==> config.mk <==
export PLATFORM = sky130hd
export DESIGN_NAME = cla_flat
export DESIGN_NICKNAME = d
export VERILOG_FILES = /design/src/rtl/cla_pkg.sv /design/src/rtl/cla_if.sv /design/src/rtl/cla4.sv /design/src/rtl/cla.sv /design/src/flat_wrapper.sv
export SDC_FILE = /design/constraint.sdc
export NUM_CORES = 1
export LEC_CHECK = 0
export CORE_MARGIN = 4
export CORE_UTILIZATION = 45
export CTS_BUF_LIST = sky130_fd_sc_hd__clkbuf_8
export DETAILED_ROUTE_END_ITERATION = 6
export GPL_TIMING_DRIVEN = 0
export PLACE_DENSITY_LB_ADDON = 0.15
export SLEW_MARGIN = 40
export SYNTH_ARGS = -nofsm -noshare
export SYNTH_HDL_FRONTEND = slang
export SYNTH_SLANG_ARGS = --single-unit
==> constraint.sdc <==
create_clock -name clk -period 1.4 [get_ports clk]
set_input_delay 0.42 -clock clk [delete_from_list [all_inputs] [get_ports clk]]
set_output_delay 0.42 -clock clk [all_outputs]
set_load 0.005 [all_outputs]
==> src/rtl/cla_pkg.sv <==
// Shared constants for the two-level carry-lookahead adder.
package cla_pkg;
    localparam int unsigned CLA_WIDTH = 16;
    localparam int unsigned CLA_GROUP = 4;
endpackage

==> src/rtl/cla_if.sv <==
// Operand/result bundle between the operand source and the adder.
interface cla_if #(
    parameter int unsigned WIDTH = cla_pkg::CLA_WIDTH
) ();
    logic [WIDTH-1:0] a;
    logic [WIDTH-1:0] b;
    logic             cin;
    logic [WIDTH-1:0] sum;
    logic             cout;

    modport master (output a, output b, output cin, input sum, input cout);
    modport slave  (input a, input b, input cin, output sum, output cout);
endinterface

==> src/rtl/cla4.sv <==
// 4-bit carry-lookahead block: fully expanded internal carries plus group G/P.
module cla4 (
    input  logic [3:0] a,
    input  logic [3:0] b,
    input  logic       c_in,
    output logic [3:0] s,
    output logic       G,
    output logic       P
);
    logic [3:0] w_g;
    logic [3:0] w_p;
    logic [3:0] w_c;

    assign w_g = a & b;
    assign w_p = a ^ b;

    // Each carry built directly from g/p and c_in, no chaining through w_c.
    assign w_c[0] = c_in;
    assign w_c[1] = w_g[0] | (w_p[0] & c_in);
    assign w_c[2] = w_g[1] | (w_p[1] & w_g[0]) | (w_p[1] & w_p[0] & c_in);
    assign w_c[3] = w_g[2] | (w_p[2] & w_g[1]) | (w_p[2] & w_p[1] & w_g[0])
                  | (w_p[2] & w_p[1] & w_p[0] & c_in);

    assign s = w_p ^ w_c;
    assign G = w_g[3] | (w_p[3] & w_g[2]) | (w_p[3] & w_p[2] & w_g[1])
             | (w_p[3] & w_p[2] & w_p[1] & w_g[0]);
    assign P = &w_p;
endmodule

==> src/rtl/cla.sv <==
// Registered WIDTH-bit adder: cla4 groups joined by a second-level lookahead.
module cla
    import cla_pkg::*;
#(
    parameter int unsigned WIDTH = CLA_WIDTH
) (
    input  logic  clk,
    input  logic  rst_n,
    cla_if.slave  bus
);
    localparam int unsigned NG = WIDTH / CLA_GROUP;

    logic [NG-1:0]    w_grp_g;
    logic [NG-1:0]    w_grp_p;
    logic [NG:0]      w_grp_c;
    logic [WIDTH-1:0] w_sum;
    logic [WIDTH-1:0] r_sum;
    logic             r_cout;

    // Carry into group k as a flat sum of products over group G/P and cin.
    function automatic logic f_carry(input logic [NG-1:0] gg, input logic [NG-1:0] pp,
                                     input logic c0, input int k);
        logic acc;
        logic t;
        acc = c0;
        for (int j = 0; j < k; j++) acc = acc & pp[j];
        for (int j = 0; j < k; j++) begin
            t = gg[j];
            for (int m = j + 1; m < k; m++) t = t & pp[m];
            acc = acc | t;
        end
        return acc;
    endfunction

    assign w_grp_c[0] = bus.cin;

    for (genvar k = 0; k < NG; k++) begin : g_grp
        cla4 u_cla4 (
            .a    (bus.a[CLA_GROUP*k +: CLA_GROUP]),
            .b    (bus.b[CLA_GROUP*k +: CLA_GROUP]),
            .c_in (w_grp_c[k]),
            .s    (w_sum[CLA_GROUP*k +: CLA_GROUP]),
            .G    (w_grp_g[k]),
            .P    (w_grp_p[k])
        );
        assign w_grp_c[k+1] = f_carry(w_grp_g, w_grp_p, bus.cin, k + 1);
    end

    always_ff @(posedge clk or negedge rst_n) begin
        if (!rst_n) begin
            r_sum  <= '0;
            r_cout <= 1'b0;
        end else begin
            r_sum  <= w_sum;
            r_cout <= w_grp_c[NG];
        end
    end

    assign bus.sum  = r_sum;
    assign bus.cout = r_cout;
endmodule

==> src/flat_wrapper.sv <==
// flat-port wrapper written by rule: the top's interface ports become plain ports
module cla_flat import cla_pkg::*;
#(
    parameter int unsigned WIDTH = CLA_WIDTH
)
  (clk, rst_n, bus_a, bus_b, bus_cin, bus_sum, bus_cout);
  cla_if #(.WIDTH(WIDTH)) bus_i ();
  input  logic clk;
  input  logic rst_n;
  input wire logic [$bits(bus_i.a)-1:0] bus_a;
  input wire logic [$bits(bus_i.b)-1:0] bus_b;
  input wire logic [$bits(bus_i.cin)-1:0] bus_cin;
  output wire logic [$bits(bus_i.sum)-1:0] bus_sum;
  output wire logic [$bits(bus_i.cout)-1:0] bus_cout;
  assign bus_i.a = bus_a;
  assign bus_i.b = bus_b;
  assign bus_i.cin = bus_cin;
  assign bus_sum = bus_i.sum;
  assign bus_cout = bus_i.cout;
  cla #(.WIDTH(WIDTH)) u_core (.clk(clk), .rst_n(rst_n), .bus(bus_i));
endmodule
Word level (Yosys, flattened, before mapping). Cells that the tools add are included. W data, S select, Z words.

Logic and storage cells: 130. Flip-flop bits (word level): 17. Output and inout bits: 17.

Bitwise operators: 124. Reductions and logical operators: 4.

Operators with widths (number): $and A1 B1 Y1 (66); $or A1 B1 Y1 (46); $xor A4 B4 Y4 (8); $and A4 B4 Y4 (4); $reduce_and A4 Y1 (4).

Logic depth before layout (Yosys ltp).
Word-level depth: 13. Gate-level depth with buffers: 7.

Hierarchy. From an unflattened synthesis, not the netlist that was laid out.

Cell total of the unflattened synthesis: 106. Area, all modules: 1144.8 µm².

By module, submodules not included: cla4 (instances 4, cells an instance 21, seq. area each 0.0 µm², area each 170.2 µm²); cla (instances 1, cells an instance 22, seq. area each 425.4 µm², area each 464.2 µm²).

Least setup slack after synthesis. Ideal clock, no wire load.

Kind: input to register. From: input bus_b[2]. To: register u_core.r_sum[13] (netlist: u_core.bus.sum[13]). Required time: 1.273 ns. Path buffers: 0. Setup slack: -0.817 ns. Stages on the path: 7. Arrival: 2.090 ns. Cell sequence: ha_1 -> a21o_1 -> a21oi_4 -> a211oi_2 -> or3_4 -> fa_1 -> xor2_1.

Word-level cells in the longest chain between the ends: 13. Elaborated cells on any way between the ends: 22.

RTL lines: start: declaration (line flat_wrapper.sv:11) `input wire logic [$bits(bus_i.b)-1:0] bus_b;`; $and A4 B4 Y4 / $xor A4 B4 Y4 (equally long branches) (line cla4.sv:14, cla4.sv:15); $and A1 B1 Y1, on equally long branches (line cla4.sv:25, cla4.sv:26); $or A1 B1 Y1 (tied with other cells) (line cla4.sv:25) `assign G = w_g[3] | (w_p[3] & w_g[2]) | (w_p[3] & w_p[2] & w_g[1])`; $or A1 B1 Y1 / $and A1 B1 Y1 (equally long branches) (line cla4.sv:25, cla4.sv:26); $or A1 B1 Y1 (line cla4.sv:26) `| (w_p[3] & w_p[2] & w_p[1] & w_g[0]);`; $and A1 B1 Y1 (2 in series) (line cla.sv:29) `for (int m = j + 1; m < k; m++) t = t & pp[m];`; $or A1 B1 Y1 * (3 in series) (line cla.sv:30) `acc = acc | t;`; $and A1 B1 Y1 * (line cla4.sv:19) `assign w_c[1] = w_g[0] | (w_p[0] & c_in);`; $or A1 B1 Y1 * (line cla4.sv:19); $xor A4 B4 Y4 * (line cla4.sv:24) `assign s = w_p ^ w_c;`; net u_core.g_grp[3].u_cla4.s[1] (line cla4.sv:6) `output logic [3:0] s,`; end signal: assignment (line cla.sv:54) `r_sum <= w_sum;`; end: declaration (line cla.sv:17) `logic [WIDTH-1:0] r_sum;`.

Mark *: on every way through the listed nets, which the timed path passes. The rest lies on a longest branch.

Worst setup path after layout. Same ends and word-level chain as after synthesis.

==> results <==
[worst max path at each step]
stage / from / to / slack [ps] / depth (start not counted)
2_1_floorplan: bus_b[2] / u_core.bus.sum[13] / -630 / 7
3_3_place_gp: bus_b[5] / u_core.bus.sum[13] / -1240 / 8
3_5_place_dp: bus_b[5] / u_core.bus.sum[13] / -1260 / 8
4_1_cts: bus_a[2] / u_core.bus.sum[13] / -580 / 8
5_1_grt: bus_b[5] / u_core.bus.sum[13] / -600 / 8
6_report: bus_b[2] / u_core.bus.sum[13] / -570 / 8
[flip-flops by register name, summed over array words and instances, names as in the netlist]
| signal | flops |
|---|---|
| u_core.bus.cout | 1 |
| u_core.bus.sum | 16 |
[metrics by stage]
stage | util (%) | TNS [ps]
CTS | 87.7 | -5280
detailed placement | 76.3 | -14590
global placement | 76.3 | -13810
finish | 90.5 | -5610
global route | 90.5 | -6090
floorplan | - | -4820
[cell usage in the layout, fill, tap and decap left out, drive strengths merged, types with 2 or more instances in the layout]
master	n
dfrtp	17
nor2	5
or2	2
o21ai	5
a21oi	12
inv	7
a21o	3
buf	42
fa	4
ha	16
clkdlybuf4s50	8
nand2	5
xnor2	5
nand4	2
clkbuf	6
nor2b	3
xor2	7
dlygate4sd2	18
[metal layers]
metal | up-vias | part of all wire, %
li1 | 510 | -
met1 | 588 | 34
met2 | 79 | 54
met3 | 24 | 6.8
met4 | 0 | 4.9
met5 | - | 0
[area by class of cell]
type,instances,area [um^2],share of cell area [%]
clock buffers,3,41.3,2.00
clock inverters,1,3.75,0.182
inverters,6,22.5,1.09
multi-input cells,78,965,46.8
flip-flops and latches,17,425,20.7
well taps,28,35.0,1.70
repair buffers,71,567,27.5
[cells by family after synthesis]
kind of cell	synth area share [%]
AO/OA/AOI/OAI	14.8
AND/OR/NAND/NOR	10.2
adder cells (fa/ha/maj)	25.2
flip-flops	38.2
XOR/XNOR	9.45
buffers and inverters	2.02
[power groups by stage]
stage	logic (W)	registers, W	clock network (W)
after floorplan	0.000263	0.000646	0
after global placement	0.000641	0.000628	0
after detailed placement	0.000668	0.000631	0
after CTS	0.000702	0.000617	0.000366
after global routing	0.000876	0.000634	0.000407
final	0.000821	0.000628	0.000386
[repair_timing]
item                       in CTS  in global routing
setup endpoints to repair      34                 14
setup buffers                  17                  4
pin swaps                      27                 31
gates resized for setup       133                 33
==> results.ini <==
[yosys]
synth.avg_cell_area_um2=11.0
yosysTopAreaCellShare_pct=38.2
ys_async_sr_fraction_pct=100
synth.most_common_cell=dfrtp_1
syn-cell-area_um2=1110
synth_top_area_cell=dfrtp_1
synthesis.instances=101
yosys_warnings=0
ys_seq_elements=17
synth_common_cells=dfrtp_1 (17), ha_1 (16), a21oi_1 (11)
synth_edf_count=0
synth_seq_area_share_pct=38.2
yosys-top-cells-area=dfrtp_1 (38%), ha_1 (18%), fa_1 (7.2%)
synth_flop_cell=dfrtp_1
synth.distinct_cells=24
synthesis.nets=156

[power_and_ir_drop]
pwr-share-clk_pct=21.0
comb_power_share_pct=44.7
swShare_pct=32.5
p_switching_w=0.000596
irDropWorstVdd_mv=0.704
p_int_w=0.00124
power_density_nw_per_um2=891
pwr-share-seq_pct=34.2
p_leak_nw=0.934
power_w=0.00183

[layout]
fillers=86
final_area_um2=2060
stdcell_count=204
antenna_cells=0
fin_nets=232
syn_to_final_growth_pct=85.2
drive_above_1_share_pct=51.7

[min_path]
hp-class=input pin to async pin

[route]
viasPerCell=5.89
drt_wl_total_mm=4.48
remaining_drc_errors=0
wire_per_inst_um=21.9
ant_nets=0
drtPass1Iterations=4
vias=1201
dr.first_iter.drc_count=44

[timing]
post-route-period-util_pct=141
finalHoldViolCount=0
fin_crit_ps=1970
setup_viol=13
max_freq_mhz=507
maxSlewViolCount=0
rsz0062_at_grt=true
slew_headroom_pct=74.8
fin_ws_ps=-572
hold_ws_ps=65.6
tightest_slew_ps=378

[worst_setup_path]
cp_slowest_cell=or3_4
cpLargestDelayFamily=adder cells
critical_path_arrival_ps=2110
cp_slowest_stage_delay_ps=390
cp_cell_sequence=buf_6 > ha_4 > a21o_1 > a21oi_4 > a211oi_2 > or3_4 > fa_2 > xor2_1
cp-start-kind=input pin
crit_fanout=2
criticalPathCategory=input pin to flop
cp.required_ps=1540
critPathBufInv=1
critPathCaptureType=flop

[placement]
dpl.hpwl_mm=2.21
placedCellCount=180
portBuffers=51
gp_congestion=0.823
dpl_cell_area_um2=1740
place_ws_ps=-1260

[grt]
gr-usage-met2_pct=47.4
grt_overflow=0
grt_max_degree=18
antenna_found_initial=0
grt_use_met3_pct=4.45
grt.total_usage_pct=25.3
met1_usage_pct=26.1
grt_pass1_wl_mm=6.26
grt_pass1_vias=1276
busiest_layer=met2

[die]
io_pins=52
floorplan.initialDensity_pct=48.9
rows=17
die_w_um=57.7
dieArea_um2=3330
core_area_um2=2280
dieHeight_um=57.7

[cts]
cts_hold_buf=0
cts_tree=built
root_buffer=clkbuf_8
clkSlewWorstSetupHoldPaths_ps=70
clk_path_buf_depth=2
numCtsBuffers=3
h-tree-depth=1
cts.sinks=17

[run]
cap_viol_max_count=0

[status]
status=finished, violations left
failed_checks=setup timing

Power figures use the tool's default switching activity.
